`src/rtl/ee354_project_direction_pkg.sv`:
```
// ee354_project_direction_pkg: direction codes, tick default and reversal helper for the Snake input stage
package ee354_project_direction_pkg;
  typedef enum logic [1:0] {DIR_UP = 2'd0, DIR_DOWN = 2'd1, DIR_LEFT = 2'd2, DIR_RIGHT = 2'd3} dir_e;
  localparam int TICK_DIV_DEFAULT = 25_000_000;
  function automatic logic is_reverse(input logic [1:0] a, input logic [1:0] b);
    return (a[1] == b[1]) && (a[0] != b[0]);
  endfunction
endpackage

```
`src/rtl/ee354_project_direction_if.sv`:
```
// ee354_project_direction_if: buttons, game state and direction/strobe outputs of the input stage
interface ee354_project_direction_if;
  logic BtnU, BtnD, BtnL, BtnR;
  logic q_I, q_Run, q_Win, q_Lose;
  logic [1:0] In_Dirn;
  logic SCEN;
  logic [1:0] Queue_Count;
  logic Turn_Dropped;
  modport master (output BtnU, BtnD, BtnL, BtnR, q_I, q_Run, q_Win, q_Lose,
                  input In_Dirn, SCEN, Queue_Count, Turn_Dropped);
  modport slave (input BtnU, BtnD, BtnL, BtnR, q_I, q_Run, q_Win, q_Lose,
                 output In_Dirn, SCEN, Queue_Count, Turn_Dropped);
endinterface

```
`src/rtl/ee354_project_turn_fifo.sv`:
```
// ee354_project_turn_fifo: 2-deep 2-bit turn queue with simultaneous push/pop and clear
module ee354_project_turn_fifo (
  input  logic       Clk,
  input  logic       Reset,
  input  logic       push_i,
  input  logic       pop_i,
  input  logic       clear_i,
  input  logic [1:0] din_i,
  output logic [1:0] head_o,
  output logic [1:0] tail_o,
  output logic [1:0] count_o
);
  logic [1:0][1:0] mem_q, mem_d;
  logic [1:0] cnt_q, cnt_d, c1;
  logic pop;
  assign pop = pop_i && cnt_q != 2'd0;
  // occupancy after the pop; the push then lands in the first free slot
  assign c1 = cnt_q - {1'b0, pop};
  always_comb begin
    mem_d = pop ? {mem_q[1], mem_q[1]} : mem_q;
    cnt_d = c1;
    if (push_i && c1 != 2'd2) begin
      mem_d[c1[0]] = din_i;
      cnt_d = c1 + 2'd1;
    end
    if (clear_i) cnt_d = 2'd0;
  end
  always_ff @(posedge Clk) begin
    if (!Reset) begin
      mem_q <= '0;
      cnt_q <= 2'd0;
    end else begin
      mem_q <= mem_d;
      cnt_q <= cnt_d;
    end
  end
  assign head_o = mem_q[0];
  assign tail_o = cnt_q == 2'd2 ? mem_q[1] : mem_q[0];
  assign count_o = cnt_q;
endmodule

```
`src/rtl/ee354_project_direction.sv`:
```
// ee354_project_direction: button edge detect, turn validation/queueing and periodic SCEN move strobe
module ee354_project_direction
  import ee354_project_direction_pkg::*;
#(
  parameter int TICK_DIV = TICK_DIV_DEFAULT,
  parameter int TICK_W = 25
) (
  input logic Clk,
  input logic Reset,
  ee354_project_direction_if.slave io
);
  logic [3:0] btn_q, btns, rise;
  logic [1:0] dirn_q, dirn_d, sel, ref_dir, f_head, f_tail, f_cnt;
  logic [TICK_W-1:0] cnt_q, cnt_d;
  logic scen_q, drop_q, drop_d;
  logic any, same, rev, ok, active, tick, pop, push, full;
  assign btns = {io.BtnU, io.BtnD, io.BtnL, io.BtnR};
  assign rise = btns & ~btn_q;
  assign any = |rise;
  assign sel = rise[3] ? DIR_UP : rise[2] ? DIR_DOWN : rise[1] ? DIR_LEFT : DIR_RIGHT;
  // new turns are judged against the last queued turn, not the current heading
  assign ref_dir = f_cnt != 2'd0 ? f_tail : dirn_q;
  assign same = sel == ref_dir;
  assign rev = is_reverse(sel, ref_dir);
  assign active = !(io.q_Win || io.q_Lose) && (io.q_I || io.q_Run);
  assign ok = active && any && !same && !rev;
  assign full = f_cnt == 2'd2;
  assign tick = io.q_Run && cnt_q == TICK_W'(TICK_DIV - 2);
  assign pop = tick && f_cnt != 2'd0;
  assign push = io.q_Run && ok && (!full || pop);
  assign drop_d = active && any && !same && (rev || (io.q_Run && full && !pop));
  assign dirn_d = pop ? f_head : (io.q_I && ok) ? sel : dirn_q;
  assign cnt_d = !io.q_Run ? '0 : cnt_q == TICK_W'(TICK_DIV - 1) ? '0 : cnt_q + TICK_W'(1);
  ee354_project_turn_fifo u_fifo (
    .Clk(Clk), .Reset(Reset), .push_i(push), .pop_i(pop), .clear_i(!io.q_Run),
    .din_i(sel), .head_o(f_head), .tail_o(f_tail), .count_o(f_cnt)
  );
  always_ff @(posedge Clk) begin
    if (!Reset) begin
      btn_q <= '0;
      dirn_q <= DIR_UP;
      cnt_q <= '0;
      scen_q <= 1'b0;
      drop_q <= 1'b0;
    end else begin
      btn_q <= btns;
      dirn_q <= dirn_d;
      cnt_q <= cnt_d;
      scen_q <= tick;
      drop_q <= drop_d;
    end
  end
  assign io.In_Dirn = dirn_q;
  assign io.SCEN = scen_q;
  assign io.Queue_Count = f_cnt;
  assign io.Turn_Dropped = drop_q;
endmodule

```
`src/flat_wrapper.sv`:
```
// flat-port wrapper written by rule: the top's interface ports become plain ports
module ee354_project_direction_flat import ee354_project_direction_pkg::*;
#(
  parameter int TICK_DIV = TICK_DIV_DEFAULT,
  parameter int TICK_W = 25
)
  (Clk, Reset, io_BtnU, io_BtnD, io_BtnL, io_BtnR, io_q_I, io_q_Run, io_q_Win, io_q_Lose, io_In_Dirn, io_SCEN, io_Queue_Count, io_Turn_Dropped);
  ee354_project_direction_if io_i ();
  input logic Clk;
  input logic Reset;
  input wire logic [$bits(io_i.BtnU)-1:0] io_BtnU;
  input wire logic [$bits(io_i.BtnD)-1:0] io_BtnD;
  input wire logic [$bits(io_i.BtnL)-1:0] io_BtnL;
  input wire logic [$bits(io_i.BtnR)-1:0] io_BtnR;
  input wire logic [$bits(io_i.q_I)-1:0] io_q_I;
  input wire logic [$bits(io_i.q_Run)-1:0] io_q_Run;
  input wire logic [$bits(io_i.q_Win)-1:0] io_q_Win;
  input wire logic [$bits(io_i.q_Lose)-1:0] io_q_Lose;
  output wire logic [$bits(io_i.In_Dirn)-1:0] io_In_Dirn;
  output wire logic [$bits(io_i.SCEN)-1:0] io_SCEN;
  output wire logic [$bits(io_i.Queue_Count)-1:0] io_Queue_Count;
  output wire logic [$bits(io_i.Turn_Dropped)-1:0] io_Turn_Dropped;
  assign io_i.BtnU = io_BtnU;
  assign io_i.BtnD = io_BtnD;
  assign io_i.BtnL = io_BtnL;
  assign io_i.BtnR = io_BtnR;
  assign io_i.q_I = io_q_I;
  assign io_i.q_Run = io_q_Run;
  assign io_i.q_Win = io_q_Win;
  assign io_i.q_Lose = io_q_Lose;
  assign io_In_Dirn = io_i.In_Dirn;
  assign io_SCEN = io_i.SCEN;
  assign io_Queue_Count = io_i.Queue_Count;
  assign io_Turn_Dropped = io_i.Turn_Dropped;
  ee354_project_direction #(.TICK_DIV(TICK_DIV), .TICK_W(TICK_W)) u_core (.Clk(Clk), .Reset(Reset), .io(io_i));
endmodule
```
`config.mk`:
```
export PLATFORM = sky130hd
export DESIGN_NAME = ee354_project_direction_flat
export DESIGN_NICKNAME = d
export VERILOG_FILES = /design/src/rtl/ee354_project_direction_pkg.sv /design/src/rtl/ee354_project_direction_if.sv /design/src/rtl/ee354_project_turn_fifo.sv /design/src/rtl/ee354_project_direction.sv /design/src/flat_wrapper.sv
export SDC_FILE = /design/constraint.sdc
export NUM_CORES = 1
export LEC_CHECK = 0
export BUFFER_PORTS_ARGS = -buffer_cell sky130_fd_sc_hd__buf_2
export CELL_PAD_IN_SITES_DETAIL_PLACEMENT = 0
export CELL_PAD_IN_SITES_GLOBAL_PLACEMENT = 1
export CORE_MARGIN = 2
export CORE_UTILIZATION = 30
export DETAILED_ROUTE_END_ITERATION = 6
export HOLD_SLACK_MARGIN = 0.1
export PLACE_DENSITY = 0.57
export SYNTH_ARGS = -nofsm -noshare
export SYNTH_HDL_FRONTEND = slang
export SYNTH_SLANG_ARGS = --single-unit
```
`constraint.sdc`:
```
create_clock -name Clk -period 1.9 [get_ports Clk]
set_clock_uncertainty 0.2 [all_clocks]
set_input_delay 0.19 -clock Clk [delete_from_list [all_inputs] [get_ports Clk]]
set_output_delay 0.19 -clock Clk [all_outputs]
set_load 0.1 [all_outputs]
```
### After elaboration in Yosys (flattened, before gate mapping)

Index checks and enable logic that the tools add are counted.

* register bits: 39
* logic and storage cells: 67
* output and inout port bits: 6
* input port bits: 10

* reductions and logical operators: 30
* bitwise gates (word level): 4
* mux-type cells: 13
* equal/unequal tests: 7
* order comparisons: 2
* add/subtract/negate cells: 3

Operators by type and width (count)
* $eq 25x25->1 const B: 2
* $add 25x1->25 const B: 1
* $mux 2: 9
* $logic_and 1x1->1: 16
* $logic_not 1->1: 5
* $and 4x4->4: 1
* $bwmux 4: 1
* $logic_or 1x1->1: 4
* $mux 4: 1
* $not 4->4: 1
* $reduce_bool 2->1: 2
* $reduce_or 4->1: 1
* $reduce_or 3->1: 1
* $add 2x1->2 const B: 1
* $demux 2 s1: 1
* $eq 2x2->1: 1
* $eq 2x2->1 const B: 1
* $lt 1x2->1 const B: 1
* $ne 2x2->1 const B: 1
* $not 1->1: 2
* $reduce_and 2->1: 1
* $sub 2x1->2: 1
* $eq 1x1->1: 1
* $ge 1x1->1 const B: 1
* other kinds (2): 2

### Logic depth before layout (Yosys ltp)

* depth after elaboration: 13
* depth in mapped cells: 7
* mapped depth without buffers: 6

### Modules after synthesis

Synthesis repeated with hierarchy kept, for this count alone.

* cell total of the unflattened synthesis: 226
* area total of the unflattened synthesis: 1961.9 um^2

By module, submodules not included
* ee354_project_direction: instances 1, area an instance 1601.5 um^2, seq. area each 660.6 um^2, cells each 185
* ee354_project_turn_fifo: instances 1, area an instance 360.3 um^2, seq. area each 120.1 um^2, cells each 41

### Worst setup path before layout

OpenSTA, ideal clock, no wires.

* kind: reg2reg
* start point: reg u_core.u_fifo.cnt_q[1] (netlist: u_core.u_fifo.count_o[1])
* end point: reg with a tool-made name
* arrival: 2.534 ns
* path buffers: 1
* setup time: 0.072 ns
* clock period less this slack: 2.806 ns
* stages on the path, launching flop included: 7
* slack: -0.906 ns
* data required time: 1.628 ns
* path through: dfxtp_1 > buf_4 > mux2i_1 > o221ai_1 > o22ai_1 > a21boi_2 > mux2i_1

RTL lines
* start: declaration: RTL line ee354_project_turn_fifo.sv:14 `logic [1:0] cnt_q, cnt_d, c1;`
* start signal: assignment: RTL line ee354_project_turn_fifo.sv:34 `cnt_q <= cnt_d;`

### Worst setup path after layout

* start point: reg u_core.cnt_q[17]
* end point: reg u_core.u_fifo.cnt_q[1] (netlist: u_core.u_fifo.count_o[1])

* word-level cells in the longest chain between the ends: 8
* elaborated cells on any way between the ends: 11
* classes of those cells: 2 x add/sub; 2 x eq/ne; 1 x mux; 6 x reduce/logical

RTL lines
* start: declaration: RTL line ee354_project_direction.sv:14 `logic [TICK_W-1:0] cnt_q, cnt_d;`
* start signal: assignment: RTL line ee354_project_direction.sv:48 `cnt_q <= cnt_d;`
* $eq 25x25->1 *: RTL line ee354_project_direction.sv:28 `assign tick = io.q_Run && cnt_q == TICK_W'(TICK_DIV - 2);`
* $logic_and 1x1->1 *: RTL line ee354_project_direction.sv:28
* $logic_and 1x1->1 *: RTL line ee354_project_direction.sv:29 `assign pop = tick && f_cnt != 2'd0;`
* branches (longest 4 deep; another with $sub 2x1->2)
* $mux 2 *: RTL line ee354_project_turn_fifo.sv:22 `if (push_i && c1 != 2'd2) begin`

Every way passes the cells marked *.
A chain may end at the register's enable or synchronous reset.

==> results.env <==
GRT_FIRST_PASS_WIRELENGTH_UM=9630
VIOLATED_CHECKS='negative setup slack'
CRITICAL_PATH.STARTPOINT_TYPE='register'
TIMING.CRITICAL_PATH.TO_TYPE='register'
SYNTH_NETS=251
MIN_PERIOD_OVER_PERIOD_PCT=105
ROUTED-VIA-COUNT=1991
DRC=0
FINALSETUPVIOLCOUNT=6
SYNTH_TOP_AREA_SHARE_PCT=38.0
SYNTHESIS.AREA_PER_INSTANCE_UM2=8.61
PERIOD_MINUS_SLACK_PS=2000
CLOCK_TREE.BUFFER_DEPTH=2
ANTENNA_DIODE_COUNT=0
POSTLAYOUTCELLAREA_UM2=3110
FINAL_LAYOUT_SIZE_SUFFIX_GT1_SHARE_PCT=40.1
DIE_SPAN_IN_Y_UM=86.8
FINALHOLDWORSTSLACK_PS=136
PLACE.GP.CONGESTION=0.749
SYNTHTOPCELLSBYAREA='sky130_fd_sc_hd__dfxtp_1 38%, sky130_fd_sc_hd__nor2_1 6.0%, sky130_fd_sc_hd__xnor2_1 5.5%'
GRT_SETUP_UNREPAIRED='yes'
ROWS=30
WORST_TRAN_PIN_VALUE_PS=517
YOSYS.AREA_SHARE.ADDER_PCT=1.22
POST-DP-HPWL_UM=4000
LARGEST_FAMILY_OF_LOGIC_CELLS_BY_SYNTHESIZED_AREA='simple AND/OR/NAND/NOR gates'
FRACTION_OF_SYNTHESIZED_AREA_IN_MULTIPLEXERS_PCT=4.44
HOLD_PATH_CLASS='in -> reg'
MAXIMUM_NUMBER_OF_PINS_ON_ONE_NET_BEFORE_GLOBAL_ROUTE_REPAIR=25
FIRST_GLOBAL_VIAS=1928
COMMONEST_NON_FILL_NON_TAP_CELLS_IN_THE_LAYOUT='53 x sky130_fd_sc_hd__buf_4, 33 x sky130_fd_sc_hd__nor2_1, 22 x sky130_fd_sc_hd__dfxtp_1'
CTS_BUFFERS=5
DETAIL_ROUTE.FIRST_PASS.ITERATIONS=4
DRV.MAX_CAP_VIOLATION_COUNT=0
NUMBER_OF_SYNTHESIZED_FLOPS_WITH_AN_ENABLE_PIN=0
PORT_BUFFERS=15
DPL_WORST_SLACK_PS=-140
SYNTH_SEQ_AREA_SHARE_PCT=38.0
TRITONCTS='yes'
CELLPOWERDENSITY_nW_PER_UM2=578
GRT_REMAINING_OVERFLOW=0
CLOCK_LATENCY_PS=300
DRT_WL_TOTAL_UM=5730
SETUP_WS_PS=-100
MAX_SLEW_MARGIN_PCT=65.2
REPORT.POWER.TOTAL_mW=1.79
YOSYSTOPAREACELL='sky130_fd_sc_hd__dfxtp_1'
RUN_STATUS='complete, but fails checks'
NUMBER_OF_ANTENNA_VIOLATIONS_AT_THE_FIRST_CHECK_IN_GLOBAL_ROUTING=0
DIE_AREA_UM2=7540
CLOCK_SINKS=39
WORST_IR_DROP_VDD_mV=0.232
MOSTFREQUENTLAYOUTCELL='sky130_fd_sc_hd__buf_4'
POST_SYNTHESIS_CELLS=239
AREA_OF_THE_CORE_REGION_UM2=6720
LEAKAGEPOWER_nW=1.17
POSTSYNTH.ASYNCRESETSHARE_PCT=0
GROUTE.USAGE.OVERALL_PCT=16.4
SYNTHESIS.AREA_UM2=2060
YOSYS_WARNINGS=0
WORST_SETUP_HOLD_PATH_CLK_SLEW_PS=90
DETAIL_ROUTED_NET_LENGTH_PER_STANDARD_CELL_UM=14.2
SYNTHSIMPLEGATEAREAFRAC_PCT=30.8
AREA_SHARE_OF_XOR_XNOR_CELLS_IN_THE_SYNTHESIZED_DESIGN_PCT=7.66
POSTSYNTH.TOPFLOPCELL='sky130_fd_sc_hd__dfxtp_1'
NNETSFINAL=335
CTSROOTBUFFERMASTER='sky130_fd_sc_hd__clkbuf_8'
COUNT_OF_UNIQUE_LIBRARY_CELLS_INSTANTIATED_BY_YOSYS=50
TIMING_MAX_TRANSITION_VIOLATIONS_FINAL=0
CRITICAL_PATH.MAX_FANOUT=3
HOLD_VIOLATIONS=0
WORST-ENDPOINT-ARRIVAL_PS=1980
IOPINCOUNT=16
CP.REQUIRED_PS=1880
SYNTH_COMPOUND_GATE_AREA_SHARE_PCT=15.1
DETAIL_ROUTE.ITER0.VIOLATIONS=50
FIN_UTIL_PCT=46.2
HTREE_LEVELS=2
AREA_GROWTH_PCT=51.0
YS_SEQ_ELEMENTS=39
INITIAL_CORE_UTIL_PCT=30.6
PATH_CLASS='reg -> reg'
AVGVIACOUNTPERCELL=4.93
DIE_W_UM=86.8
DETAILED_PLACE.AREA_UM2=2750
ACHIEVABLE-FREQUENCY_MHz=500
DRT.ANTENNA.VIOLATING_NETS=0
critical path, stage by stage, from the launching register on:
cell	delay, ps
sky130_fd_sc_hd__dfxtp_2	350
sky130_fd_sc_hd__nor4_4	310
sky130_fd_sc_hd__nand4_1	180
sky130_fd_sc_hd__or4_1	550
sky130_fd_sc_hd__a21oi_1	230
sky130_fd_sc_hd__a2111oi_2	50
worst paths after layout:
check	start	end	slack, ps	depth (start not counted)
hold reg to reg	u_core.u_fifo.head_o[0]	u_core.io.In_Dirn[0]	280	2
setup reg to reg	u_core.cnt_q[17]	u_core.u_fifo.count_o[1]	-100	5
hold / removal	io_q_I	u_core.io.In_Dirn[1]	140	4
setup / recovery	u_core.cnt_q[17]	u_core.u_fifo.count_o[1]	-100	5
state kept, by name, summed over array words and instances, names as in the netlist, named ones only:
| signal | count |
|---|---|
| u_core.io.In_Dirn | 2 |
| u_core.u_fifo.head_o | 2 |
| u_core.io.SCEN | 1 |
| u_core.cnt_q | 25 |
| u_core.u_fifo.count_o | 2 |
| u_core.io.Turn_Dropped | 1 |
| u_core.btn_q | 4 |
what timing repair did:
item / 4_1_cts / 5_1_grt
endpoints found under the setup margin: 33 / 33
gates resized for setup: 15 / 15
hold endpoints to repair: 7 / 0
pin swaps: 13 / 8
buffers inserted: 1 / 2
gates cloned: 1 / 0
hold buffers: 9 / 0
layer usage:
layer / share of wire (%) / track usage (%) / routed length [µm]
met1: 53 / 23.7 / 3020
met2: 43 / 24.3 / 2480
met3: 2.7 / 3.33 / 155
met4: 1.4 / 5.11 / 78
met5: 0 / 0 / 0
cells in the mapped netlist (2+ instances only):
master / instances
sky130_fd_sc_hd__a211o_1: 2
sky130_fd_sc_hd__a21oi_1: 15
sky130_fd_sc_hd__and2_1: 5
sky130_fd_sc_hd__and3_1: 3
sky130_fd_sc_hd__and4_1: 3
sky130_fd_sc_hd__clkbuf_1: 5
sky130_fd_sc_hd__dfxtp_1: 39
sky130_fd_sc_hd__ha_1: 2
sky130_fd_sc_hd__inv_1: 8
sky130_fd_sc_hd__mux2i_1: 8
sky130_fd_sc_hd__nand2_1: 18
sky130_fd_sc_hd__nand2b_1: 2
sky130_fd_sc_hd__nand3_1: 8
sky130_fd_sc_hd__nand4_1: 6
sky130_fd_sc_hd__nor2_1: 33
sky130_fd_sc_hd__nor2b_1: 4
sky130_fd_sc_hd__nor3_1: 8
sky130_fd_sc_hd__nor4_1: 2
sky130_fd_sc_hd__nor4_4: 2
sky130_fd_sc_hd__o21ai_0: 10
sky130_fd_sc_hd__o221ai_1: 3
sky130_fd_sc_hd__o31ai_1: 2
sky130_fd_sc_hd__or3_1: 8
sky130_fd_sc_hd__xnor2_1: 13
sky130_fd_sc_hd__xor2_1: 5
layout make-up:
| class | instances | area, µm² |
|---|---|---|
| clock inverter | 1 | 30.0 |
| sequential | 39 | 815 |
| clock buffer | 7 | 97.6 |
| fill | 661 | 3610 |
| tap | 80 | 100 |
| multi-input combinational | 186 | 1400 |
| inverter | 8 | 30.0 |
| timing repair buffer | 83 | 639 |
kinds of logic after synthesis:
group,count (synthesis)
DFF,39
and+or+nand+nor,112
buffers and inverters,14
adders and majority gates,2
xor gates and xnor gates,18
AOI/OAI and AO/OA,45
muxes,9
stage by stage:
stage,setup TNS [ps],std cells
floorplan,-342,239
global placement,-965,383
detailed placement,-1180,383
CTS,-331,402
global route,-1780,404
finish,-304,404
report_power, final:
group	switching (mW)	internal (mW)	leakage, nW	total (mW)
Clock	0.331	0.473	0.0636	0.804
Sequential	0.00721	0.820	0.326	0.827
Combinational	0.0890	0.0737	0.785	0.163
Power figures use the tool's default switching activity.
